File: src/rtl/switch_nport.sv
// switch_nport: N-port packet switch with one packet FIFO per input,
// a round-robin arbiter per output, multicast delivery and a registered
// output stage that holds under downstream backpressure.
//
// Handshakes: a transfer happens on a rising edge where valid and ready
// are both high. The source may raise valid at any time; ready never
// depends on valid in the same cycle (ready_in is a function of FIFO
// occupancy only).
module switch_nport #(
  parameter int NUM_PORTS  = 4,
  parameter int DATA_WIDTH = 8,
  parameter int FIFO_DEPTH = 4
) (
  input  logic                            clk,
  input  logic                            rst,
  input  logic [NUM_PORTS-1:0]            valid_in,
  output logic [NUM_PORTS-1:0]            ready_in,
  input  logic [NUM_PORTS*NUM_PORTS-1:0]  source_in,
  input  logic [NUM_PORTS*NUM_PORTS-1:0]  target_in,
  input  logic [NUM_PORTS*DATA_WIDTH-1:0] data_in,
  output logic [NUM_PORTS-1:0]            valid_out,
  input  logic [NUM_PORTS-1:0]            ready_out,
  output logic [NUM_PORTS*NUM_PORTS-1:0]  source_out,
  output logic [NUM_PORTS*NUM_PORTS-1:0]  target_out,
  output logic [NUM_PORTS*DATA_WIDTH-1:0] data_out
);

  localparam int N  = NUM_PORTS;
  localparam int DW = DATA_WIDTH;
  localparam int AW = $clog2(FIFO_DEPTH);
  localparam int CW = AW + 1;
  localparam int PW = $clog2(NUM_PORTS);

  // Packet storage, one FIFO per input port
  logic [N-1:0]  src_mem [N][FIFO_DEPTH];
  logic [N-1:0]  tgt_mem [N][FIFO_DEPTH];
  logic [DW-1:0] dat_mem [N][FIFO_DEPTH];

  logic [AW-1:0] wr_ptr  [N];
  logic [AW-1:0] rd_ptr  [N];
  logic [AW-1:0] rd_next [N];
  logic [CW-1:0] count   [N];
  logic [N-1:0]  rem     [N];   // outputs still owed by the head packet
  logic [N-1:0]  rem_left[N];   // rem after this cycle's grants

  logic [N-1:0]  head_src[N];
  logic [N-1:0]  head_tgt[N];
  logic [DW-1:0] head_dat[N];

  logic [N-1:0]  empty;
  logic [N-1:0]  full;
  logic [N-1:0]  push;
  logic [N-1:0]  pop;

  logic [PW-1:0] ptr      [N];  // round-robin pointer per output
  logic [N-1:0]  grant    [N];  // grant[o][i]: output o serves input i
  logic [N-1:0]  gmask    [N];  // gmask[i][o]: transpose of grant
  logic [N-1:0]  any_grant;
  logic [PW-1:0] grant_idx[N];

  // FIFO status, head view and ingress acceptance; target==0 is
  // handshaken but never stored
  always_comb begin
    for (int p = 0; p < N; p++) begin
      empty[p]    = (count[p] == '0);
      full[p]     = (count[p] == CW'(FIFO_DEPTH));
      ready_in[p] = !full[p];
      push[p]     = valid_in[p] && !full[p] && (|target_in[p*N +: N]);
      rd_next[p]  = rd_ptr[p] + AW'(1);
      head_src[p] = src_mem[p][rd_ptr[p]];
      head_tgt[p] = tgt_mem[p][rd_ptr[p]];
      head_dat[p] = dat_mem[p][rd_ptr[p]];
    end
  end

  // Per-output round-robin arbitration, first requester at or after ptr
  always_comb begin
    for (int o = 0; o < N; o++) begin
      grant[o]     = '0;
      any_grant[o] = 1'b0;
      grant_idx[o] = '0;
      if (!valid_out[o] || ready_out[o]) begin
        for (int k = 0; k < N; k++) begin
          if (!any_grant[o] && !empty[(int'(ptr[o]) + k) % N] &&
              rem[(int'(ptr[o]) + k) % N][o]) begin
            grant[o][(int'(ptr[o]) + k) % N] = 1'b1;
            any_grant[o] = 1'b1;
            grant_idx[o] = PW'((int'(ptr[o]) + k) % N);
          end
        end
      end
    end
  end

  // Collect grants per input; the head pops once every target is served
  always_comb begin
    for (int i = 0; i < N; i++) begin
      for (int o = 0; o < N; o++) begin
        gmask[i][o] = grant[o][i];
      end
      rem_left[i] = rem[i] & ~gmask[i];
      pop[i]      = !empty[i] && (|gmask[i]) && (rem_left[i] == '0);
    end
  end

  // Packet payload write; contents are qualified by count, so no reset
  always_ff @(posedge clk) begin
    for (int p = 0; p < N; p++) begin
      if (push[p]) begin
        src_mem[p][wr_ptr[p]] <= source_in[p*N +: N];
        tgt_mem[p][wr_ptr[p]] <= target_in[p*N +: N];
        dat_mem[p][wr_ptr[p]] <= data_in[p*DW +: DW];
      end
    end
  end

  // FIFO pointers, occupancy and the pending-output mask of each head
  always_ff @(posedge clk or posedge rst) begin
    if (rst) begin
      for (int p = 0; p < N; p++) begin
        wr_ptr[p] <= '0;
        rd_ptr[p] <= '0;
        count[p]  <= '0;
        rem[p]    <= '0;
      end
    end else begin
      for (int p = 0; p < N; p++) begin
        if (push[p]) wr_ptr[p] <= wr_ptr[p] + AW'(1);
        if (pop[p])  rd_ptr[p] <= rd_next[p];
        case ({push[p], pop[p]})
          2'b10:   count[p] <= count[p] + CW'(1);
          2'b01:   count[p] <= count[p] - CW'(1);
          default: count[p] <= count[p];
        endcase
        // A new head loads its target the same edge the old one leaves
        if (pop[p]) begin
          if (count[p] > CW'(1))  rem[p] <= tgt_mem[p][rd_next[p]];
          else if (push[p])       rem[p] <= target_in[p*N +: N];
          else                    rem[p] <= '0;
        end else if (empty[p] && push[p]) begin
          rem[p] <= target_in[p*N +: N];
        end else begin
          rem[p] <= rem_left[p];
        end
      end
    end
  end

  // Output registers and arbiter pointers
  always_ff @(posedge clk or posedge rst) begin
    if (rst) begin
      for (int o = 0; o < N; o++) ptr[o] <= '0;
      valid_out  <= '0;
      source_out <= '0;
      target_out <= '0;
      data_out   <= '0;
    end else begin
      for (int o = 0; o < N; o++) begin
        if (any_grant[o]) begin
          if (grant_idx[o] == PW'(N - 1)) ptr[o] <= '0;
          else                            ptr[o] <= grant_idx[o] + PW'(1);
          valid_out[o]          <= 1'b1;
          source_out[o*N +: N]  <= head_src[grant_idx[o]];
          target_out[o*N +: N]  <= head_tgt[grant_idx[o]];
          data_out[o*DW +: DW]  <= head_dat[grant_idx[o]];
        end else if (ready_out[o]) begin
          valid_out[o] <= 1'b0;
        end
      end
    end
  end

endmodule

File: config.mk
export PLATFORM = sky130hd
export DESIGN_NAME = switch_nport
export DESIGN_NICKNAME = d
export VERILOG_FILES = /design/src/rtl/switch_nport.sv
export SDC_FILE = /design/constraint.sdc
export NUM_CORES = 1
export LEC_CHECK = 0
export ABC_AREA = 1
export BUFFER_PORTS_ARGS = -buffer_cell sky130_fd_sc_hd__clkbuf_2
export CAP_MARGIN = 25
export CORE_MARGIN = 4
export CORE_UTILIZATION = 50
export DETAILED_ROUTE_END_ITERATION = 16
export PLACE_DENSITY = 0.8
export REMOVE_ABC_BUFFERS = 1
export SLEW_MARGIN = 0
export SYNTH_ARGS = -nofsm -noshare
export SYNTH_HDL_FRONTEND = slang
export SYNTH_SLANG_ARGS = --single-unit
File: constraint.sdc
create_clock -name clk -period 4.5 [get_ports clk]
set_input_delay 0.9 -clock clk [delete_from_list [all_inputs] [get_ports clk]]
set_output_delay 0.9 -clock clk [all_outputs]
set_load 0.1 [all_outputs]
# Word-level counts from Yosys, hierarchy flattened
# Memory sizes are Yosys's and may differ from the RTL's.
# Cells that the tools add are included.
# totals
ramBits	256
out_inout_bits	72
input_bits	74
reg_bits	120
wordCells	723
memories	3
# mem_list
name	words	width	read_ports	rd_clocked_by_memory_dff	wr	line_no	rtl
dat_mem	4	32	4	0	4	37	logic [DW-1:0] dat_mem [N][FIFO_DEPTH];
src_mem	4	16	4	0	4	35	logic [N-1:0] src_mem [N][FIFO_DEPTH];
tgt_mem	4	16	4	0	4	36	logic [N-1:0] tgt_mem [N][FIFO_DEPTH];
# op_classes
order_cmp	72
muxes	352
eq_ne	16
addsub	32
reduce_logical	148
bitwise_logic	64
# op_table
op	n
$ge 32x3->1 const B	16
$mux 4	100
$not 32->32	12
$bmux 4 s2	36
$mux 8	20
$bmux 8 s2	8
$mux 32	4
$not 2->32	4
$mux 1	96
$logic_and 1x1->1	68
$demux 8 s2	4
$mux 16	4
$mux 2	32
$ge 3x3->1 const B	16
$lt 3x4->1 const B	12
$not 2->3	16
$or 4x4->4	12
$logic_not 1->1	40
$ge 3x1->1 const B	12
$add 2x1->2 const B	16
$bmux 1 s2	16
$demux 1 s2	16
$demux 4 s2	4
$reduce_or 4->1	8
20 further kinds	112

# Longest topological paths before layout
# logic_depth
word_depth	28
ltp_mapped	24
mapped_depth_nobuf	24

# Worst setup path before layout
# Ideal clock, no wire load.
# synth_timing
path_type	register to register
start	register ptr[2] (netlist name)
end	register count[11] (netlist name)
required_ns	4.382
setup_time_ns	0.118
n_path_buf	2
synth_period_minus_slack_ns	2.978
stages_incl_launch_ff	21
t_arrival_ns	2.860
slack_ns	1.522
path_cell_list	dfrtp_1 > buf_2 > inv_1 > ha_1 > nand3b_1 > nand2_4 > nor2_8 > buf_6 > nand4_1 > nand3_1 > nand2_1 > nand2_1 > nand2_1 > nor2_4 > nand2_1 > inv_1 > ha_1 > nor2_1 > o21ai_0 > xor2_1 > inv_1
# synth_between
elab_chain_len	28
word_cells_on_any_way	97
classes_between	add/sub (3); order compare (8); eq/ne (2); mux (46); bitwise (12); reduce/logical (26)
# synth_rtl
item	line_no	rtl
start: declaration	55	logic [PW-1:0] ptr [N];
start signal: indexed assignment	161	else ptr[o] <= grant_idx[o] + PW'(1);
parallel branches: the longest is 20 deep, another holds $lt 3x4->1	-	
$mux 4 *	84	if (!any_grant[o] && !empty[(int'(ptr[o]) + k) % N] &&
$mux 4 *	82	if (!valid_out[o] || ready_out[o]) begin
$not 4->4	101	rem_left[i] = rem[i] & ~gmask[i];
$and 4x4->4	101	
$logic_not 4->1	102	pop[i] = !empty[i] && (|gmask[i]) && (rem_left[i] == '0);
$logic_and 1x1->1 *	102	
$eq 2x1->1 / $eq 2x2->1 (equally long branches)	130	case ({push[p], pop[p]})
$pmux 3 s2 / $reduce_bool 2->1 (equally long branches)	-	
end signal: indexed assignment	131	2'b10: count[p] <= count[p] + CW'(1);
end signal: indexed assignment	132	2'b01: count[p] <= count[p] - CW'(1);
end signal: indexed assignment	133	default: count[p] <= count[p];
end: declaration	42	logic [CW-1:0] count [N];
# Mark *: on every way between the ends. The select of a mux whose other input is x is not followed.
# A chain may end at the register's enable or synchronous reset.

# Final worst setup path
# layout_timing
start	register ptr[4] (netlist name)
end	register count[5] (netlist name)
# layout_between
elab_chain_len	28
word_cells_on_any_way	97
classes_between	add/sub (3); order compare (8); eq/ne (2); mux (46); bitwise (12); reduce/logical (26)
# layout_rtl
item	line_no
parallel branches: the longest is 20 deep, another holds $lt 3x4->1	-
$mux 4 *	84
$mux 4 *	82
$not 4->4	101
$and 4x4->4	101
$logic_not 4->1	102
$logic_and 1x1->1 *	102
$eq 2x1->1 / $eq 2x2->1 (equally long branches)	130
$pmux 3 s2 / $reduce_bool 2->1 (equally long branches)	-
# Marked as above.

==> flow_results.xml <==
<?xml version="1.0" encoding="UTF-8"?>
<metrics>
  <group name="timing">
    <metric name="slew_headroom" unit="%">28.0</metric>
    <metric name="finClkSkew" unit="ps">19.4</metric>
    <metric name="report.final.slew_viol_count" unit="">0</metric>
    <metric name="setup_viol" unit="">0</metric>
    <metric name="fin_tns_setup" unit="ps">0</metric>
    <metric name="timing.final.hold_violations" unit="">0</metric>
    <metric name="finalHoldWorstSlack" unit="ps">478</metric>
    <metric name="min_period" unit="ps">3500</metric>
    <metric name="maxClockFrequency" unit="MHz">285</metric>
    <metric name="rsz0062_at_grt" unit="">no</metric>
    <metric name="portion_of_the_clock_cycle_consumed_by_the_worst_path_in_the_final_layout" unit="%">77.9</metric>
    <metric name="timing_worst_slew_pin_value" unit="ps">1080</metric>
  </group>
  <group name="layout">
    <metric name="stdcell_area" unit="um2">22900</metric>
    <metric name="layout.cells.most_common" unit="">nand2_1</metric>
    <metric name="layout_common_cells" unit="">nand2_1 (866), edfxtp_1 (256), nand3_1 (178)</metric>
    <metric name="area_of_the_multi_input_gates" unit="um2">8640</metric>
    <metric name="n_antenna_cell" unit="">0</metric>
    <metric name="layout.area.seq" unit="um2">10700</metric>
    <metric name="synthToLayoutAreaGrowth" unit="%">11.6</metric>
    <metric name="fillers" unit="">3518</metric>
    <metric name="drive_gt1_share" unit="%">14.6</metric>
    <metric name="final_net_count" unit="">2585</metric>
  </group>
  <group name="logic_synthesis">
    <metric name="synthesis.area" unit="um2">20600</metric>
    <metric name="synth_top_cells_by_area" unit="">edfxtp_1 (37%), nand2_1 (16%), dfrtp_1 (15%)</metric>
    <metric name="ys.flop_type" unit="">edfxtp_1</metric>
    <metric name="postSynthCellCount" unit="">2348</metric>
    <metric name="synthDominantAreaCellType" unit="">edfxtp_1</metric>
    <metric name="ys_types" unit="">48</metric>
    <metric name="synth_seq_cells" unit="">376</metric>
    <metric name="asyncSetResetFlopFracSynth" unit="%">31.9</metric>
    <metric name="number_of_enable_type_register_cells_in_the_synthesized_netlist" unit="">256</metric>
    <metric name="yosysTopAreaCellShare" unit="%">37.4</metric>
    <metric name="yosysSeqAreaShare" unit="%">52.0</metric>
    <metric name="syn-mean-instance-area" unit="um2">8.75</metric>
    <metric name="synth-warning-count" unit="">0</metric>
  </group>
  <group name="global_route">
    <metric name="pin_count_of_the_biggest_net_entering_global_routing" unit="">63</metric>
    <metric name="grt.total_usage" unit="%">25.8</metric>
    <metric name="number_of_global_route_vias_before_repair" unit="">16600</metric>
    <metric name="antenna_found_initial" unit="">0</metric>
    <metric name="grt_first_pass_wirelength" unit="um">91400</metric>
    <metric name="globalRoute.totalOverflow" unit="">0</metric>
  </group>
  <group name="floorplan">
    <metric name="floorplan.core_area" unit="um2">40700</metric>
    <metric name="top_level_ports" unit="">146</metric>
    <metric name="die_height" unit="um">211</metric>
    <metric name="dieWidth" unit="um">211</metric>
    <metric name="std_cell_rows" unit="">74</metric>
    <metric name="die_area" unit="um2">44400</metric>
    <metric name="floorplan.initialDensity" unit="%">50.4</metric>
  </group>
  <group name="setup_path">
    <metric name="crit_arrival" unit="ps">3950</metric>
    <metric name="rrSetupSlack" unit="ps">1000</metric>
    <metric name="critical_path.startpoint_type" unit="">register</metric>
    <metric name="worstSetupStartpoint" unit="">ptr[4]$_DFFE_PP0P_</metric>
    <metric name="regToRegStartpoint" unit="">ptr[4]$_DFFE_PP0P_</metric>
    <metric name="timing.critical_path.fanout_max" unit="">12</metric>
    <metric name="critical_path_required" unit="ps">4950</metric>
    <metric name="crit_type" unit="">reg2reg</metric>
    <metric name="crit-reg2reg-capture" unit="">count[5]$_DFFE_PP0P_</metric>
    <metric name="crit_path_end_kind" unit="">register</metric>
    <metric name="timing.reg2reg.worst_path_depth" unit="">18</metric>
  </group>
  <group name="clock_tree">
    <metric name="clock_tree_buf_depth" unit="">3</metric>
    <metric name="cts.hold.buffers_added" unit="">0</metric>
    <metric name="number_of_buffers_created_by_cts" unit="">40</metric>
    <metric name="tritoncts_clock_tree" unit="">built</metric>
    <metric name="path_clk_slew" unit="ps">60</metric>
    <metric name="cts_resized" unit="">0</metric>
    <metric name="clock-sinks" unit="">376</metric>
    <metric name="postcts_setup_bufs" unit="">0</metric>
    <metric name="cts-htree-levels" unit="">2</metric>
    <metric name="cts_root_buffer" unit="">clkbuf_16</metric>
    <metric name="insertion_delay_to_the_later_sink_of_the_worst_skew_pair" unit="ps">570</metric>
  </group>
  <group name="run">
    <metric name="drv.max_cap_violation_count" unit="">0</metric>
  </group>
  <group name="routing">
    <metric name="first_pass_iters" unit="">8</metric>
    <metric name="routed_wl" unit="um">58900</metric>
    <metric name="antenna_viol_nets_final" unit="">0</metric>
    <metric name="drtIter0Drc" unit="">1846</metric>
    <metric name="post_drt_via_cell_ratio" unit="">5.78</metric>
    <metric name="post_drt_wl_per_cell" unit="um">19.5</metric>
    <metric name="drt_drc_violations_left" unit="">0</metric>
    <metric name="vias" unit="">17400</metric>
  </group>
  <group name="placement">
    <metric name="placement.cell_area" unit="um2">21600</metric>
    <metric name="portBuffers" unit="">145</metric>
    <metric name="detailedPlacementHpwl" unit="um">41500</metric>
    <metric name="gp_congestion" unit="">0.940</metric>
  </group>
  <group name="worst_hold_path">
    <metric name="holdCritPathClass" unit="">in2async</metric>
  </group>
  <group name="run_status">
    <metric name="status" unit="">finished, final reports clean</metric>
  </group>
</metrics>
[cell families after synthesis]
logic type      count (synthesis)  share of synthesized area [%]
compound gates                314                           9.44
flops                         376                           52.0
mux                             1                         0.0487
xor+xnor                       17                          0.725
simple gates                 1297                           28.0
fa+ha+maj                      60                           3.65
buf+inv                       283                           6.12
[cell usage after synthesis (5+ instances only)]
master / count
buf_4: 7
buf_2: 24
ha_1: 60
edfxtp_1: 256
nor2_1: 109
nand3_1: 178
o22ai_1: 16
a21oi_1: 76
xnor2_1: 8
nor2_4: 6
inv_2: 19
buf_1: 11
nand2_2: 23
nand3_2: 23
inv_1: 155
xor2_1: 9
clkbuf_1: 44
nand4_1: 55
o211ai_1: 5
buf_6: 16
o21ai_0: 146
nand2_4: 18
nand2_1: 866
a32o_1: 30
a32oi_1: 16
dfrtp_1: 120
[worst max path at each step]
stage | endpoint | slack, ps | depth (start not counted)
3_3_place_gp | count[2]$_DFFE_PP0P_ | 1140 | 18
6_report | count[5]$_DFFE_PP0P_ | 1000 | 18
3_5_place_dp | count[5]$_DFFE_PP0P_ | 1080 | 18
5_1_grt | count[5]$_DFFE_PP0P_ | 640 | 18
4_1_cts | count[5]$_DFFE_PP0P_ | 1030 | 18
2_1_floorplan | count[0]$_DFFE_PP0P_ | 410 | 1
[area by class of cell]
| cell class | instances | share of cell area [%] |
|---|---|---|
| Clock inverter | 23 | 1.16 |
| Tap cell | 532 | 2.90 |
| Clock buffer | 51 | 4.72 |
| Timing Repair Buffer | 164 | 3.93 |
| Multi-Input combinational cell | 1689 | 37.7 |
| Sequential cell | 376 | 46.6 |
| Inverter | 180 | 2.99 |
[through the flow]
stage	utilization, %	setup slack, ps	std cells
after floorplan	-	414	2245
after global placement	52.9	1140	2940
after detailed placement	53.0	1080	2941
after CTS	56.3	1030	3015
after global routing	56.3	641	3015
final	56.3	997	3015
[state kept, by name, summed over array words and instances, names as in the netlist]
signal and cells:
rem 16, valid_out 4, rd_ptr 8, dat_mem 128
data_out 32, source_out 16, ptr 8, target_out 16
wr_ptr 8, count 12, tgt_mem 64, src_mem 64
[layer usage]
metal  routed length, um  track usage [%]  vias to the layer above  part of all wire (%)
met3                4770             4.17                      164                   8.1
met4                2820             11.3                        0                   4.8
met5                   0                0                        -                     0
met2               27700             41.5                      899                    47
met1               23600             34.8                     8254                    40
li1                    -                -                     8104                     -
[worst max-delay path, stage by stage, from the launching register on]
cell and delay, ps:
dfrtp_1 600, inv_1 200, ha_1 450, nand3b_1 220, nand2_4 130, nor2_8 210, nand4_1 110, nand3_1 90
nand2_1 90, nand2_1 90, nor2_1 50, nor2_2 220, nand2_1 150, inv_1 80, ha_1 270, nor2_1 140
o21ai_0 110, xor2_1 130, inv_1 50
Power is not shown: default switching activity piles up to over one toggle a cycle in this logic, so the estimate is an artifact.
